[src/rtl/mire_pkg.sv]
// Shared definitions for the grid test-pattern writer: FSM state codes,
// RGB565 colour constants and the grid colour helper.
package mire_pkg;

  localparam logic [1:0] IDLE  = 2'd0;
  localparam logic [1:0] WRITE = 2'd1;
  localparam logic [1:0] PAUSE = 2'd2;

  localparam logic [15:0] PIX_ON  = 16'hFFFF;
  localparam logic [15:0] PIX_OFF = 16'h0000;

  // GRID is a power of two, so the modulo reduces to a mask.
  function automatic logic [15:0] grid_colour(input logic [31:0] x,
                                               input logic [31:0] y,
                                               input logic [31:0] grid);
    logic [31:0] mask;
    mask = grid - 32'd1;
    if (((x & mask) == 32'd0) || ((y & mask) == 32'd0)) begin
      grid_colour = PIX_ON;
    end else begin
      grid_colour = PIX_OFF;
    end
  endfunction

endpackage

[src/rtl/mire_if.sv]
// Wishbone classic bus bundle shared by the pattern writer (master) and the
// framebuffer memory (slave).
interface wshb_if #(parameter int DATA_BYTES = 2);

  logic                    cyc;
  logic                    stb;
  logic                    we;
  logic                    ack;
  logic [DATA_BYTES-1:0]   sel;
  logic [31:0]             adr;
  logic [8*DATA_BYTES-1:0] dat_ms;
  logic [8*DATA_BYTES-1:0] dat_sm;
  logic [2:0]              cti;
  logic [1:0]              bte;

  modport master (output cyc, stb, we, sel, adr, dat_ms, cti, bte,
                  input  ack, dat_sm);

  modport slave  (input  cyc, stb, we, sel, adr, dat_ms, cti, bte,
                  output ack, dat_sm);

endinterface

[src/rtl/mire_counter.sv]
// Raster position counter: x/y coordinates plus a linear pixel index,
// all advancing together and wrapping together at the end of the frame.
module mire_counter #(
  parameter int HDISP = 640,
  parameter int VDISP = 480,
  parameter int XW    = (HDISP > 1) ? $clog2(HDISP) : 1,
  parameter int YW    = (VDISP > 1) ? $clog2(VDISP) : 1,
  parameter int PW    = (HDISP * VDISP > 1) ? $clog2(HDISP * VDISP) : 1
) (
  input  logic          CLK,
  input  logic          NRST,
  input  logic          adv,
  output logic [XW-1:0] x,
  output logic [YW-1:0] y,
  output logic [PW-1:0] pix,
  output logic          last_pix
);

  logic [XW-1:0] x_q, x_d;
  logic [YW-1:0] y_q, y_d;
  logic [PW-1:0] pix_q, pix_d;

  // Next raster position on each advance; the linear index avoids a y*HDISP multiply.
  always_comb begin
    x_d   = x_q;
    y_d   = y_q;
    pix_d = pix_q;
    if (adv) begin
      if (x_q == XW'(HDISP - 1)) begin
        x_d = {XW{1'b0}};
        if (y_q == YW'(VDISP - 1)) begin
          y_d = {YW{1'b0}};
        end else begin
          y_d = y_q + YW'(1);
        end
      end else begin
        x_d = x_q + XW'(1);
        y_d = y_q;
      end
      if (pix_q == PW'(HDISP * VDISP - 1)) begin
        pix_d = {PW{1'b0}};
      end else begin
        pix_d = pix_q + PW'(1);
      end
    end else begin
      x_d   = x_q;
      y_d   = y_q;
      pix_d = pix_q;
    end
  end

  // Position registers.
  always_ff @(posedge CLK) begin
    if (!NRST) begin
      x_q   <= {XW{1'b0}};
      y_q   <= {YW{1'b0}};
      pix_q <= {PW{1'b0}};
    end else begin
      x_q   <= x_d;
      y_q   <= y_d;
      pix_q <= pix_d;
    end
  end

  assign x        = x_q;
  assign y        = y_q;
  assign pix      = pix_q;
  assign last_pix = (pix_q == PW'(HDISP * VDISP - 1));

endmodule

[src/rtl/mire.sv]
// Grid test-pattern generator: streams RGB565 pixels into a framebuffer over
// Wishbone classic writes, yielding the bus for one cycle after every burst.
module mire
  import mire_pkg::*;
#(
  parameter int HDISP     = 640,
  parameter int VDISP     = 480,
  parameter int BURST_LEN = 64,
  parameter int GRID      = 16
) (
  input  logic   CLK,
  input  logic   NRST,
  input  logic   en,
  output logic   frame_done,
  wshb_if.master wshb_ifm
);

  localparam int XW = (HDISP > 1) ? $clog2(HDISP) : 1;
  localparam int YW = (VDISP > 1) ? $clog2(VDISP) : 1;
  localparam int PW = (HDISP * VDISP > 1) ? $clog2(HDISP * VDISP) : 1;
  localparam int BW = (BURST_LEN > 1) ? $clog2(BURST_LEN) : 1;

  logic [1:0]    state_q, state_d;
  logic [BW-1:0] burst_q, burst_d;
  logic          frame_done_q, frame_done_d;

  logic          adv_s;
  logic          burst_end_s;
  logic          last_pix_s;
  logic [XW-1:0] x_s;
  logic [YW-1:0] y_s;
  logic [PW-1:0] pix_s;
  logic          unused_s;

  assign adv_s       = (state_q == WRITE) && wshb_ifm.ack;
  assign burst_end_s = (burst_q == BW'(BURST_LEN - 1));

  mire_counter #(
    .HDISP (HDISP),
    .VDISP (VDISP),
    .XW    (XW),
    .YW    (YW),
    .PW    (PW)
  ) u_counter (
    .CLK      (CLK),
    .NRST     (NRST),
    .adv      (adv_s),
    .x        (x_s),
    .y        (y_s),
    .pix      (pix_s),
    .last_pix (last_pix_s)
  );

  // Bus ownership FSM; en is only looked at while the bus is released.
  always_comb begin
    state_d = state_q;
    case (state_q)
      IDLE: begin
        if (en) begin
          state_d = WRITE;
        end else begin
          state_d = IDLE;
        end
      end
      WRITE: begin
        if (adv_s && (burst_end_s || last_pix_s)) begin
          state_d = PAUSE;
        end else begin
          state_d = WRITE;
        end
      end
      PAUSE: begin
        if (en) begin
          state_d = WRITE;
        end else begin
          state_d = IDLE;
        end
      end
      default: state_d = IDLE;
    endcase
  end

  // Burst length tracking and the end-of-frame pulse.
  always_comb begin
    burst_d      = burst_q;
    frame_done_d = adv_s && last_pix_s;
    if (adv_s) begin
      if (burst_end_s || last_pix_s) begin
        burst_d = {BW{1'b0}};
      end else begin
        burst_d = burst_q + BW'(1);
      end
    end else if (state_q == PAUSE) begin
      burst_d = {BW{1'b0}};
    end else begin
      burst_d = burst_q;
    end
  end

  // Control registers.
  always_ff @(posedge CLK) begin
    if (!NRST) begin
      state_q      <= IDLE;
      burst_q      <= {BW{1'b0}};
      frame_done_q <= 1'b0;
    end else begin
      state_q      <= state_d;
      burst_q      <= burst_d;
      frame_done_q <= frame_done_d;
    end
  end

  assign frame_done      = frame_done_q;
  assign wshb_ifm.cyc    = (state_q == WRITE);
  assign wshb_ifm.stb    = (state_q == WRITE);
  assign wshb_ifm.we     = 1'b1;
  assign wshb_ifm.sel    = 2'b11;
  assign wshb_ifm.cti    = 3'b000;
  assign wshb_ifm.bte    = 2'b00;
  assign wshb_ifm.adr    = {{(31 - PW){1'b0}}, pix_s, 1'b0};
  assign wshb_ifm.dat_ms = grid_colour(32'(x_s), 32'(y_s), 32'(GRID));

  // Write-only master: read data is never consumed.
  assign unused_s = ^wshb_ifm.dat_sm;

endmodule

[src/flat_wrapper.sv]
// flat-port wrapper written by rule: the top's interface ports become plain ports
module mire_flat import mire_pkg::*;
#(
  parameter int HDISP     = 640,
  parameter int VDISP     = 480,
  parameter int BURST_LEN = 64,
  parameter int GRID      = 16
)
  (CLK, NRST, en, frame_done, wshb_ifm_cyc, wshb_ifm_stb, wshb_ifm_we, wshb_ifm_sel, wshb_ifm_adr, wshb_ifm_dat_ms, wshb_ifm_cti, wshb_ifm_bte, wshb_ifm_ack, wshb_ifm_dat_sm);
  wshb_if #(.DATA_BYTES(2)) wshb_ifm_i ();
  input  logic CLK;
  input  logic NRST;
  input  logic en;
  output logic frame_done;
  output wire logic [$bits(wshb_ifm_i.cyc)-1:0] wshb_ifm_cyc;
  output wire logic [$bits(wshb_ifm_i.stb)-1:0] wshb_ifm_stb;
  output wire logic [$bits(wshb_ifm_i.we)-1:0] wshb_ifm_we;
  output wire logic [$bits(wshb_ifm_i.sel)-1:0] wshb_ifm_sel;
  output wire logic [$bits(wshb_ifm_i.adr)-1:0] wshb_ifm_adr;
  output wire logic [$bits(wshb_ifm_i.dat_ms)-1:0] wshb_ifm_dat_ms;
  output wire logic [$bits(wshb_ifm_i.cti)-1:0] wshb_ifm_cti;
  output wire logic [$bits(wshb_ifm_i.bte)-1:0] wshb_ifm_bte;
  input wire logic [$bits(wshb_ifm_i.ack)-1:0] wshb_ifm_ack;
  input wire logic [$bits(wshb_ifm_i.dat_sm)-1:0] wshb_ifm_dat_sm;
  assign wshb_ifm_cyc = wshb_ifm_i.cyc;
  assign wshb_ifm_stb = wshb_ifm_i.stb;
  assign wshb_ifm_we = wshb_ifm_i.we;
  assign wshb_ifm_sel = wshb_ifm_i.sel;
  assign wshb_ifm_adr = wshb_ifm_i.adr;
  assign wshb_ifm_dat_ms = wshb_ifm_i.dat_ms;
  assign wshb_ifm_cti = wshb_ifm_i.cti;
  assign wshb_ifm_bte = wshb_ifm_i.bte;
  assign wshb_ifm_i.ack = wshb_ifm_ack;
  assign wshb_ifm_i.dat_sm = wshb_ifm_dat_sm;
  mire #(.HDISP(HDISP), .VDISP(VDISP), .BURST_LEN(BURST_LEN), .GRID(GRID)) u_core (.CLK(CLK), .NRST(NRST), .en(en), .frame_done(frame_done), .wshb_ifm(wshb_ifm_i));
endmodule
[config.mk]
export PLATFORM = sky130hd
export DESIGN_NAME = mire_flat
export DESIGN_NICKNAME = d
export VERILOG_FILES = /design/src/rtl/mire_pkg.sv /design/src/rtl/mire_if.sv /design/src/rtl/mire_counter.sv /design/src/rtl/mire.sv /design/src/flat_wrapper.sv
export SDC_FILE = /design/constraint.sdc
export NUM_CORES = 1
export LEC_CHECK = 0
export CAP_MARGIN = 25
export CELL_PAD_IN_SITES_DETAIL_PLACEMENT = 1
export CELL_PAD_IN_SITES_GLOBAL_PLACEMENT = 1
export CORE_UTILIZATION = 38
export CTS_BUF_LIST = sky130_fd_sc_hd__clkbuf_8
export CTS_CLUSTER_DIAMETER = 120
export DETAILED_ROUTE_END_ITERATION = 8
export GPL_TIMING_DRIVEN = 0
export PLACE_DENSITY_LB_ADDON = 0.25
export SYNTH_ARGS = -nofsm -noshare
export SYNTH_HDL_FRONTEND = slang
export SYNTH_HIERARCHICAL = 1
export SYNTH_SLANG_ARGS = --single-unit
[constraint.sdc]
create_clock -name CLK -period 3.65 [get_ports CLK]
set_input_delay 0.73 -clock CLK [delete_from_list [all_inputs] [get_ports CLK]]
set_output_delay 0.73 -clock CLK [all_outputs]
set_load 0.02 [all_outputs]
==> results of run 1 <==
-- through the flow --
stage               power [W]  utilization (%)  area [um2]
floorplan            0.000599                -        2620
global placement     0.000617             48.7        3130
detailed placement   0.000619             49.0        3140
CTS                  0.000968             50.5        3240
global route         0.000994             50.5        3240
finish               0.000957             50.5        3240
-- where the power goes --
| group | internal [W] | switching (W) | total [W] |
|---|---|---|---|
| registers | 0.000516 | 0.00000387 | 0.000520 |
| logic | 0.0000373 | 0.0000507 | 0.0000879 |
| clock network | 0.000170 | 0.000179 | 0.000349 |
-- critical path: stages (launching register included) --
cell and delay (ps):
dfxtp_1 340, or4_1 570, o41ai_2 130, buf_4 270, buf_4 120, clkdlybuf4s50_1 590
-- final cells by class --
type | instances | area share [%]
multi-input combinational | 215 | 41.1
sequential | 47 | 29.0
timing repair buffer | 42 | 12.9
buffer | 45 | 9.91
clock buffer | 7 | 2.97
tap | 77 | 2.97
inverter | 9 | 1.04
clock inverter | 1 | 0.116
-- path summary, 6_finish.rpt --
path / startpoint / to / slack (ps)
min: u_core/burst_q[4]$_SDFFE_PN0P_ / u_core/burst_q[4]$_SDFFE_PN0P_ / 500
min reg2reg: u_core/burst_q[4]$_SDFFE_PN0P_ / u_core/burst_q[4]$_SDFFE_PN0P_ / 500
max reg2reg: u_core/u_counter/pix[14]$_SDFFE_PN0P_ / u_core/burst_q[3]$_SDFFE_PN0P_ / 1030
max: u_core/u_counter/x[1]$_SDFFE_PN0P_ / wshb_ifm_dat_ms[14] / 600
-- layer usage --
metal / global-route usage (%) / vias up / part of all wire (%)
li1: - / 1122 / -
met1: 20.6 / 1015 / 46
met2: 30.0 / 39 / 49
met3: 4.15 / 5 / 3.9
met4: 5.96 / 0 / 1.3
met5: 0 / - / 0
-- cell usage in the layout (no fill, tap or decap), drive strengths merged, types with 4 or more instances in the layout --
cell type and instances:
clkdlybuf4s50 41, o21ai 11, buf 42, or3 5, or4 5, a21oi 11
clkbuf 11, dfxtp 47, nand2 22, nor3 7, nor2 25, inv 10
a21boi 5, conb 21, ha 4, and2 7, o31ai 4, nor4 4
nand4 9, and3 4, xnor2 19, nand3 16
-- registers in the layout (all words and copies together), names as in the netlist --
name                  flops
u_core/u_counter/y        9
u_core/frame_done         1
u_core/u_counter/x       10
u_core/u_counter/pix     19
u_core/burst_q            6
u_core/state_q            2
-- logic make-up after synthesis --
group                      count (synthesis)  share of synthesized area [%]
buffers and inverters                     54                           13.9
DFF                                       47                           36.9
muxes                                      4                           1.77
other                                      2                          0.294
and+or+nand+nor                          119                           25.6
AOI/OAI and AO/OA                         45                           12.0
xor gates and xnor gates                  22                           7.55
adders and majority gates                  4                           1.96
==> results.sh, run 1 <==
export IMPL_status="complete, but fails checks"
export IMPL_violations="design-rule violations"
export IMPL_crit_path_start_kind="flop"
export IMPL_worst_hold_path_num_cells=1
export IMPL_path_class="flop to primary output"
export IMPL_skew_ps=6.52
export IMPL_boundaryPins=79
export IMPL_clk_path_buf_depth=2
export IMPL_final_setup_viol_count=0
export IMPL_postSynth_asyncResetShare_pct=0
export IMPL_worst_slack_ps=603
export IMPL_yosys_top_cells_area="dfxtp_1, buf_4, xnor2_1, nor2_1, nand2_1"
export IMPL_dp_hpwl_um=4300
export IMPL_routed_wl_um=5730
export IMPL_grt_max_degree=14
export IMPL_post_cts_repair_setup_buffers=0
export IMPL_max_cap_violations=0
export IMPL_placedCellCount=435
export IMPL_die_w_um=83.9
export IMPL_antenna_found_initial=0
export IMPL_post_route_period_util_pct=83.5
export IMPL_gp_congestion=0.728
export IMPL_synth_top_area_cell="dfxtp_1"
export IMPL_first_iter_violations=44
export IMPL_whs_ps=497
export IMPL_die_y_um=83.9
export IMPL_ir_drop_uv=283
export IMPL_clock_latency_ps=300
export IMPL_powerDensity_mw_per_mm2=295
export IMPL_ant_nets=0
export IMPL_synth_edf_count=0
export IMPL_drive_gt1_share_pct=15.8
export IMPL_synth_cell_types=51
export IMPL_syn_cell_area_mm2=0.00255
export IMPL_io_buffers=41
export IMPL_dr_pass1_iters=6
export IMPL_synth_most_common_cell="dfxtp_1"
export IMPL_fmax_mhz=328
export IMPL_seq_area_frac_synth_pct=36.9
export IMPL_area_delta_synth_final_pct=27.2
export IMPL_vias_per_cell=4.92
export IMPL_ys_ff_latch=47
export IMPL_core_area_mm2=0.00642
export IMPL_wl_per_cell_um=12.9
export IMPL_tritoncts="done"
export IMPL_rows=29
export IMPL_multi_input_area_mm2=0.00133
export IMPL_rsz0062_at_grt="no"
export IMPL_cp_data_arrival_time_ps=2320
export IMPL_crit_required_ps=2920
export IMPL_fill_cells=788
export IMPL_cts_sinks=47
export IMPL_htree_levels=2
export IMPL_yosys_area_top_type_share_pct=36.9
export IMPL_reg2reg_depth=7
export IMPL_grt_pass1_wl_um=9720
export IMPL_fin_nets=389
export IMPL_syn_area_per_cell_um2=8.59
export IMPL_grt_usage_pct=17.2
export IMPL_final_setup_tns_ps=0
export IMPL_regArea_um2=941
export IMPL_pre_cts_ws_ps=619
export IMPL_vias=2181
export IMPL_start_util_pct=39.7
export IMPL_p_leak_nw=1.22
export IMPL_clockRootBuffer="clkbuf_8"
export IMPL_worstMarginPinSlew_ps=913
export IMPL_hold_path_class="flop to flop"
export IMPL_numCtsBuffers=5
export IMPL_cp_end_kind="primary output"
export IMPL_synth_common_cells="dfxtp_1, buf_4, nor2_1, nand2_1, xnor2_1"
export IMPL_dieArea_mm2=0.00705
export IMPL_hold_viol_final=0
export IMPL_cts_reportedPaths_clkPinSlew_ps=90
export IMPL_crit_fanout=11
export IMPL_finalCriticalPeriod_ps=3050
export IMPL_relSlewSlack_pct=38.3
export IMPL_diodes=0
export IMPL_instances_no_fill=443
export IMPL_ctsHoldBuffers=0
export IMPL_drv_slew=0
export IMPL_ys_flop_type="dfxtp_1"
export IMPL_grt_pass1_vias=2100
export IMPL_ys_warn_count=6
export IMPL_cts_repair_resized=0
export IMPL_drc=4
export IMPL_grt_ovfl_total=0
export IMPL_syn_inst=297
Power figures use the tool's default switching activity.
==> run 2: changes to the inputs <==
CORE_UTILIZATION = 32   (was 38)
clock period = 2.7 ns   (was 3.65 ns; I/O delays follow)
==> results.sh, run 2 (synthesis results as in run 1) <==
export IMPL_cp_data_arrival_time_ps=2060
export IMPL_final_cell_mix="buf_4, dfxtp_1, clkdlybuf4s50_1, nor2_1, nand2_1"
export IMPL_boundaryPins=79
export IMPL_crit_top_cell="buf_4"
export IMPL_reg2reg_depth=6
export IMPL_numCtsBuffers=5
export IMPL_grt_usage_pct=15.5
export IMPL_grt_pass1_vias=2289
export IMPL_first_iter_violations=37
export IMPL_io_buffers=41
export IMPL_max_cap_violations=0
export IMPL_p_leak_nw=1.23
export IMPL_crit_path_start_kind="flop"
export IMPL_clock_latency_ps=300
export IMPL_tritoncts="done"
export IMPL_utilization_pct=42.8
export IMPL_drive_gt1_share_pct=19.8
export IMPL_rsz0062_at_grt="no"
export IMPL_use_met1_pct=19.1
export IMPL_grt_util_met3_pct=2.93
export IMPL_worst_hold_path_num_cells=1
export IMPL_gp_congestion=0.747
export IMPL_post_route_period_util_pct=96.3
export IMPL_core_area_mm2=0.00773
export IMPL_grt_pass1_wl_um=10500
export IMPL_ir_drop_uv=187
export IMPL_whs_ps=495
export IMPL_start_util_pct=33.0
export IMPL_routed_wl_um=6120
export IMPL_instances_no_fill=475
export IMPL_wl_per_cell_um=12.9
export IMPL_critPathSlowestCell="or4_1"
export IMPL_vias=2281
export IMPL_dieArea_mm2=0.00833
export IMPL_ant_nets=0
export IMPL_grt_max_degree=14
export IMPL_cp_depth=6
export IMPL_drv_slew=0
export IMPL_clk_path_buf_depth=2
export IMPL_cpLargestDelayFamily="buffers and inverters"
export IMPL_crit_chain="or4_1 -> o41ai_2 -> buf_2 -> buf_4 -> buf_4 -> clkdlybuf4s15_1"
export IMPL_power_w=0.00125
export IMPL_crit_fanout=5
export IMPL_dp_hpwl_um=4480
export IMPL_worstMarginPinSlew_ps=623
export IMPL_fmax_mhz=385
export IMPL_final_setup_viol_count=0
export IMPL_grt_ovfl_total=0
export IMPL_path_class="flop to primary output"
export IMPL_relSlewSlack_pct=58.0
export IMPL_path_buf_inv=4
export IMPL_drc=0
export IMPL_htree_levels=2
export IMPL_placedCellCount=460
export IMPL_cts_sinks=47
export IMPL_fin_nets=397
export IMPL_vias_per_cell=4.80
export IMPL_die_w_um=91.3
export IMPL_skew_ps=6.77
export IMPL_largest_register_ffs=19
export IMPL_powerDensity_mw_per_mm2=379
export IMPL_cts_reportedPaths_clkPinSlew_ps=90
export IMPL_finalCriticalPeriod_ps=2600
export IMPL_slowest_delay_ps=580
export IMPL_hold_path_class="flop to flop"
export IMPL_status="finished clean"
export IMPL_met2_usage_pct=27.3
export IMPL_busiest_layer="met2"
export IMPL_rows=32
export IMPL_die_y_um=91.3
export IMPL_diodes=0
export IMPL_final_common_cell="buf_4"
export IMPL_dr_pass1_iters=4
export IMPL_ctsHoldBuffers=0
export IMPL_clockRootBuffer="clkbuf_8"
export IMPL_cp_end_kind="primary output"
export IMPL_hold_viol_final=0
export IMPL_area_delta_synth_final_pct=29.6
export IMPL_crit_required_ps=2160
export IMPL_antenna_found_initial=0
-- run 2: cell count changes in the layout (fill, tap and decap cells not counted), sizes merged --
cell	change
clkdlybuf4s50	-16
buf	+14
clkdlybuf4s15	+6
dlygate4sd2	+2
clkinv	+1
dlymetal6s2s	+1
inv	-1
-- run 2: layout make-up --
| class | instances | area, um2 |
|---|---|---|
| plain buffers | 45 | 322 |
| flip-flops and latches | 47 | 941 |
| repair buffers | 50 | 455 |
| multi-input cells | 215 | 1340 |
| inverters | 9 | 33.8 |
| well taps | 102 | 128 |
| fillers | 928 | 4420 |
| clock inverters | 1 | 5.00 |
| clock buffers | 6 | 82.6 |
-- run 2: repair_timing --
item,in CTS,in global routing
buffers inserted,7,0
resized for setup,19,11
gates cloned,1,0
endpoints found under the setup margin,17,9
-- run 2: power breakdown --
| group | internal, W | leakage, nW | switching [W] |
|---|---|---|---|
| combinational | 0.0000504 | 0.806 | 0.0000688 |
| clock | 0.000201 | 0.0470 | 0.000230 |
| sequential | 0.000698 | 0.379 | 0.00000562 |
| total | 0.000949 | 1.23 | 0.000304 |
-- run 2: path summary, 6_finish.rpt --
check	from	end	slack, ps
hold / removal	u_core/burst_q[4]$_SDFFE_PN0P_	u_core/burst_q[4]$_SDFFE_PN0P_	500
setup / recovery	u_core/u_counter/x[1]$_SDFFE_PN0P_	wshb_ifm_dat_ms[9]	100
setup reg to reg	u_core/u_counter/pix[14]$_SDFFE_PN0P_	u_core/burst_q[0]$_SDFFE_PN0P_	250
hold reg to reg	u_core/burst_q[4]$_SDFFE_PN0P_	u_core/burst_q[4]$_SDFFE_PN0P_	500
-- run 2: routing by layer --
layer | wire, um | vias up
li1 | - | 1136
met1 | 2760 | 1093
met2 | 3070 | 45
met3 | 229 | 7
met4 | 67 | 0
met5 | 0 | -
-- run 2: metrics by stage --
| stage | setup TNS (ps) | worst slack, ps | area, um2 |
|---|---|---|---|
| final | 0 | 100 | 3310 |
| after global placement | -3120 | -153 | 3170 |
| after floorplan | 0 | 360 | 2630 |
| after global routing | 0 | 9.44 | 3310 |
| after detailed placement | -2100 | -174 | 3180 |
| after CTS | 0 | 1.17 | 3300 |
